==> config.mk <==
export PLATFORM = sky130hd
export DESIGN_NAME = lut_cfg_loader
export DESIGN_NICKNAME = d
export VERILOG_FILES = /design/src/rtl/lut_cfg_loader.sv
export SDC_FILE = /design/constraint.sdc
export NUM_CORES = 1
export LEC_CHECK = 0
export ABC_AREA = 1
export BUFFER_PORTS_ARGS = -buffer_cell sky130_fd_sc_hd__buf_2
export CORE_UTILIZATION = 55
export CTS_BUF_LIST = sky130_fd_sc_hd__clkbuf_4 sky130_fd_sc_hd__clkbuf_8
export DETAILED_ROUTE_END_ITERATION = 6
export PLACE_DENSITY_LB_ADDON = 0.1
export RECOVER_POWER = 25
export SLEW_MARGIN = 5
export SYNTH_ARGS = -nofsm -noshare
export SYNTH_HDL_FRONTEND = slang
export SYNTH_SLANG_ARGS = --single-unit
==> constraint.sdc <==
create_clock -name clk -period 1.23 [get_ports clk]
set_clock_uncertainty 0.05 [all_clocks]
set_input_delay 0.0615 -clock clk [delete_from_list [all_inputs] [get_ports clk]]
set_output_delay 0.0615 -clock clk [all_outputs]
set_load 0.01 [all_outputs]
==> src/rtl/lut_cfg_loader.sv <==
// Serial loader for one fracturable dual-output LUT: collects {use_fracture, first_lut, second_lut}
// one bit per beat, then pulses comb_set once. Optional trailing parity bit: define LUT_CFG_PARITY_EN.
//
// state  | meaning
// IDLE   | waiting for start
// SHIFT  | accepting payload bits, MSB (fracture bit) first
// CHECK  | accepting the even-parity bit (LUT_CFG_PARITY_EN only)
// COMMIT | comb_set high for one cycle, config_out held
module lut_cfg_loader #(
    parameter int  INPUTS   = 4,
    parameter int  MEM_SIZE = 2**INPUTS,
    localparam int CFG_W    = 2*MEM_SIZE+1
) (
    input  logic             clk,
    input  logic             rst_n,
    input  logic             start,
    input  logic             cfg_valid,
    input  logic             cfg_bit,
    output logic             cfg_ready,
    output logic [CFG_W-1:0] config_out,
    output logic             comb_set,
    output logic             busy,
    output logic             done,
    output logic             err
);
    localparam int CNT_W = $clog2(CFG_W+1);

    typedef enum logic [1:0] {
        IDLE   = 2'd0,
        SHIFT  = 2'd1,
`ifdef LUT_CFG_PARITY_EN
        CHECK  = 2'd2,
`endif
        COMMIT = 2'd3
    } state_t;

    state_t             state_q, state_d;
    logic [CFG_W-1:0]   sr_q, sr_d;
    logic [CNT_W-1:0]   cnt_q, cnt_d;
    logic               done_q;
`ifdef LUT_CFG_PARITY_EN
    logic               err_q, err_d;
`endif

    always_ff @(posedge clk or negedge rst_n) begin
        if (!rst_n) begin
            state_q <= IDLE;
            sr_q    <= '0;
            cnt_q   <= '0;
            done_q  <= 1'b0;
`ifdef LUT_CFG_PARITY_EN
            err_q   <= 1'b0;
`endif
        end else begin
            state_q <= state_d;
            sr_q    <= sr_d;
            cnt_q   <= cnt_d;
            done_q  <= (state_q == COMMIT);
`ifdef LUT_CFG_PARITY_EN
            err_q   <= err_d;
`endif
        end
    end

    always_comb begin
        state_d = state_q;
        sr_d    = sr_q;
        cnt_d   = cnt_q;
`ifdef LUT_CFG_PARITY_EN
        err_d   = err_q;
`endif
        case (state_q)
            IDLE: begin
                if (start) begin
                    state_d = SHIFT;
                    cnt_d   = '0;
`ifdef LUT_CFG_PARITY_EN
                    err_d   = 1'b0;
`endif
                end
            end
            SHIFT: begin
                // A restart wins over a beat in the same cycle; the old word is simply overwritten later.
                if (start) begin
                    cnt_d = '0;
`ifdef LUT_CFG_PARITY_EN
                    err_d = 1'b0;
`endif
                end else if (cfg_valid) begin
                    sr_d  = {sr_q[CFG_W-2:0], cfg_bit};
                    cnt_d = cnt_q + CNT_W'(1);
                    if (cnt_q == CNT_W'(CFG_W-1)) begin
`ifdef LUT_CFG_PARITY_EN
                        state_d = CHECK;
`else
                        state_d = COMMIT;
`endif
                    end
                end
            end
`ifdef LUT_CFG_PARITY_EN
            CHECK: begin
                if (start) begin
                    state_d = SHIFT;
                    cnt_d   = '0;
                    err_d   = 1'b0;
                end else if (cfg_valid) begin
                    if ((^sr_q ^ cfg_bit) == 1'b0) begin
                        state_d = COMMIT;
                    end else begin
                        state_d = IDLE;
                        err_d   = 1'b1;
                    end
                end
            end
`endif
            COMMIT:  state_d = IDLE;
            default: state_d = IDLE;
        endcase
    end

`ifdef LUT_CFG_PARITY_EN
    assign cfg_ready = (state_q == SHIFT) || (state_q == CHECK);
    assign err       = err_q;
`else
    assign cfg_ready = (state_q == SHIFT);
    assign err       = 1'b0;
`endif
    assign comb_set   = (state_q == COMMIT);
    assign busy       = (state_q != IDLE);
    assign done       = done_q;
    assign config_out = sr_q;

endmodule

==> key figures <==
Run status
  – Status: complete, but fails checks
  – Violated checks: negative setup slack

Synth
  – Synth area leader: dfrtp_1
  – Cells after synthesis: 196
  – Area share of the largest cell type after synthesis: 0.5854
  – Total number of yosys warnings: 0
  – Top area cells in the synthesized netlist: dfrtp_1 (59%), nand2_1 (22%), buf_6 (3.8%)
  – Sequential area share after synthesis: 0.5854
  – Flop and latch count out of synthesis: 42
  – Synthesized area per cell: 9.161 µm²
  – Syn_nets: 203
  – Syn Std Cell Area: about 1800 µm²
  – Post-synth cell types: 21

STA
  – Final setup vio count: 4
  – Final Hold Fails: 0
  – Worst slew margin: 0.6538
  – Tmin final: between 1 and 1.5 ns
  – Tightest Pin Transition: 0.5193 ns
  – RSZ-0062 raised after global routing: yes
  – Worst hold slack: about 0.046 ns
  – Worst setup margin: -0.007468 ns
  – Period utilisation layout: 1.006
  – Max Clock Freq: 808.1 MHz
  – Pins Over Slew Limit: 0

Die
  – Initial Util: 0.5833
  – Die area: between 3000 and 4000 µm²
  – CORE AREA: 3078 µm²
  – Die H: 59.14 µm
  – Cell Rows: 20
  – I/O pins: 43
  – Die Span X: 59.14 µm

Routing
  – Vias: about 1.4k
  – Wirelength per Cell: 11.41 µm
  – Final Routed Wirelength: about 3.3 mm
  – Router iterations before antenna repair: 4
  – ANT nets after route: 0
  – DRC: 0
  – Initial DRC Count: 79
  – Vias per inst: 4.778

Power
  – Lkg Pwr: 1.271 nW
  – Reg power frac: 0.576
  – PD cells: approximately 1300 nW/µm²
  – Int Power: 0.002011 W
  – Comb power frac: 0.174
  – Net Sw Power: 0.0008559 W
  – Net Sw Frac: 0.2986
  – Final Power: 0.002867 W
  – Peak VDD IR: 0.0009387 V
  – Clock share of power: 0.250

CTS
  – CTS clk-pin slew, worst paths: 0.12 ns
  – Clock buffer count from CTS: 5
  – Root buffer cell: clkbuf_4
  – Clock latency at the later pin of the worst-skew pair: around 0.35 ns
  – Clk sinks: 42
  – CTS Buffer Depth: 2
  – CTS tree: done
  – H-Tree Depth: 2

Global route
  – Largest net degree at the start of global routing: 43
  – Global-route wire length before repair: 5.395 mm
  – Vias in the first global route: 1,266
  – Global route total overflow: 0
  – Global-route usage over all layers: 0.2126
  – Initial antenna violation count: 0

Worst setup path
  – Worst r2r dst: config_out[25]
  – Cell mode on critical path: nand2_1
  – CP peak stage delay: 0.42 ns
  – CP Data Arrival Time: 1.48 ns
  – Kind of end point of the critical path: flip-flop
  – WP data required: between 1 and 1.5 ns
  – Worst Path Max Fanout: 26
  – Reg2reg start: state_q[0]
  – Setup CP Type: reg2reg
  – CP Launch Type: flip-flop
  – Critical path buffers and inverters: 2
  – Crit-path slowest cell: dfrtp_1
  – R2R Setup Slk: -0.007 ns
  – Crit-path leading delay family: flip-flops
  – Critical path, cell by cell: buf_4, nand3_4, nor2_8, buf_12, nand2_1, nand2_1
  – Cells on worst reg2reg path: 6

Worst hold path
  – Worst Hold Path Cells: 4
  – Worst min-delay path class: in2reg
  – Hold EP: cnt_q[4]
  – Hold_sp: start

Placed design
  – Pre-CTS WS: -0.01390 ns
  – Port Buffers: between 40 and 50
  – HPWL after DPL: 2.325 mm
  – Final Wtd Congestion: 0.8862

Job
  – Max-Cap Viols: 0

Finish
  – Most frequent cells in the layout: nand2_1 (101), dfrtp_1 (41), buf_2 (40)
  – Layout cells sized above 1: 0.2851
  – Nets@finish: between 200 and 300
  – # fillers: 254
  – P&R area growth vs syn: 21.18%
  – Leading cell type in the layout, fill and taps excluded: nand2_1
  – Ant diodes: 0
[stage by stage]
| stage | cells | area (µm²) | TNS [ns] | utilization |
|---|---|---|---|---|
| after global placement | 279 | 2043 | 0 | 0.6638 |
| after detailed placement | 279 | 2043 | -0.02139 | 0.6638 |
| after floorplan | 196 | 1795 | 0 | - |
| after CTS | 289 | 2140 | -0.2989 | 0.6951 |
| after global routing | 293 | 2176 | -1.952 | 0.7069 |
| final | 293 | 2176 | -0.01464 | 0.7069 |
[layer usage]
| metal | share of wire | global-route usage |
|---|---|---|
| met1 | 0.44 | 0.2493 |
| met4 | 0.019 | 0.08503 |
| met5 | 0 | 0 |
| met3 | 0.050 | 0.06332 |
| met2 | 0.49 | 0.3653 |
[repair_timing]
item,CTS,global route
hold endpoints to repair,43,0
setup buffers,0,4
setup endpoints to repair,26,40
pin swaps,0,3
hold buffers,2,0
gates resized for setup,4,6
[worst max-delay path by stage]
stage | from | to | slack, ns | cells after the start
6_report | state_q[0] | config_out[25] | -0.007 | 6
5_1_grt | state_q[0] | config_out[25] | -0.08 | 6
3_5_place_dp | state_q[1] | config_out[25] | -0.01 | 6
4_1_cts | state_q[1] | config_out[25] | -0.03 | 6
3_3_place_gp | state_q[0] | config_out[6] | 0.05 | 6
2_1_floorplan | state_q[1] | config_out[1] | 0.1 | 5
[cells by family (layout without fill, tap and decap cells)]
family	after synthesis	in the layout	share of synthesized area
and+or+nand+nor	121	121	0.3003
AOI/OAI and AO/OA	11	11	0.03136
buffers and inverters	19	72	0.06690
DFF	42	42	0.5854
other	1	1	0.002089
adders and majority gates	2	2	0.01394
[final cells by class]
cell class / count / area (µm²) / area share
Sequential cell: 42 / 1052 / 0.4836
Multi-Input combinational cell: 135 / 629.4 / 0.2892
Timing Repair Buffer: 52 / 327.8 / 0.1507
Tap cell: 44 / 55.05 / 0.02530
Clock buffer: 6 / 51.30 / 0.02358
Inverter: 12 / 47.55 / 0.02185
Clock inverter: 2 / 12.51 / 0.005750
[power by group through the flow]
stage | logic [W] | registers (W) | clock network [W]
floorplan | 0.000223 | 0.00172 | 0
global placement | 0.000474 | 0.00167 | 0
detailed placement | 0.000494 | 0.00168 | 0
CTS | 0.000501 | 0.00165 | 0.000735
global route | 0.000563 | 0.00167 | 0.000793
finish | 0.000499 | 0.00165 | 0.000717
[cells in the mapped netlist]
library cell,n
nand2_1,103
dfrtp_1,42
inv_1,10
nor2_1,8
o21ai_0,7
buf_6,6
nand3_1,3
a21oi_1,2
ha_1,2
inv_2,2
buf_4,1
conb_1,1
nand2_2,1
nand2_4,1
nand3_4,1
nand3b_4,1
nor2_4,1
nor2_8,1
nor4_4,1
o21ai_1,1
o22ai_1,1
[worst reg2reg max path: stages (launching register included)]
cell	delay, ns
dfrtp_1	0.42
buf_4	0.15
nand3_4	0.11
nor2_8	0.14
buf_12	0.17
nand2_1	0.07
nand2_1	0.07
[state kept, by name, indices dropped and copies added (netlist names)]
signal	cells
config_out	33
done	1
cnt_q	6
state_q	2
(Power assumes the default switching activity.)
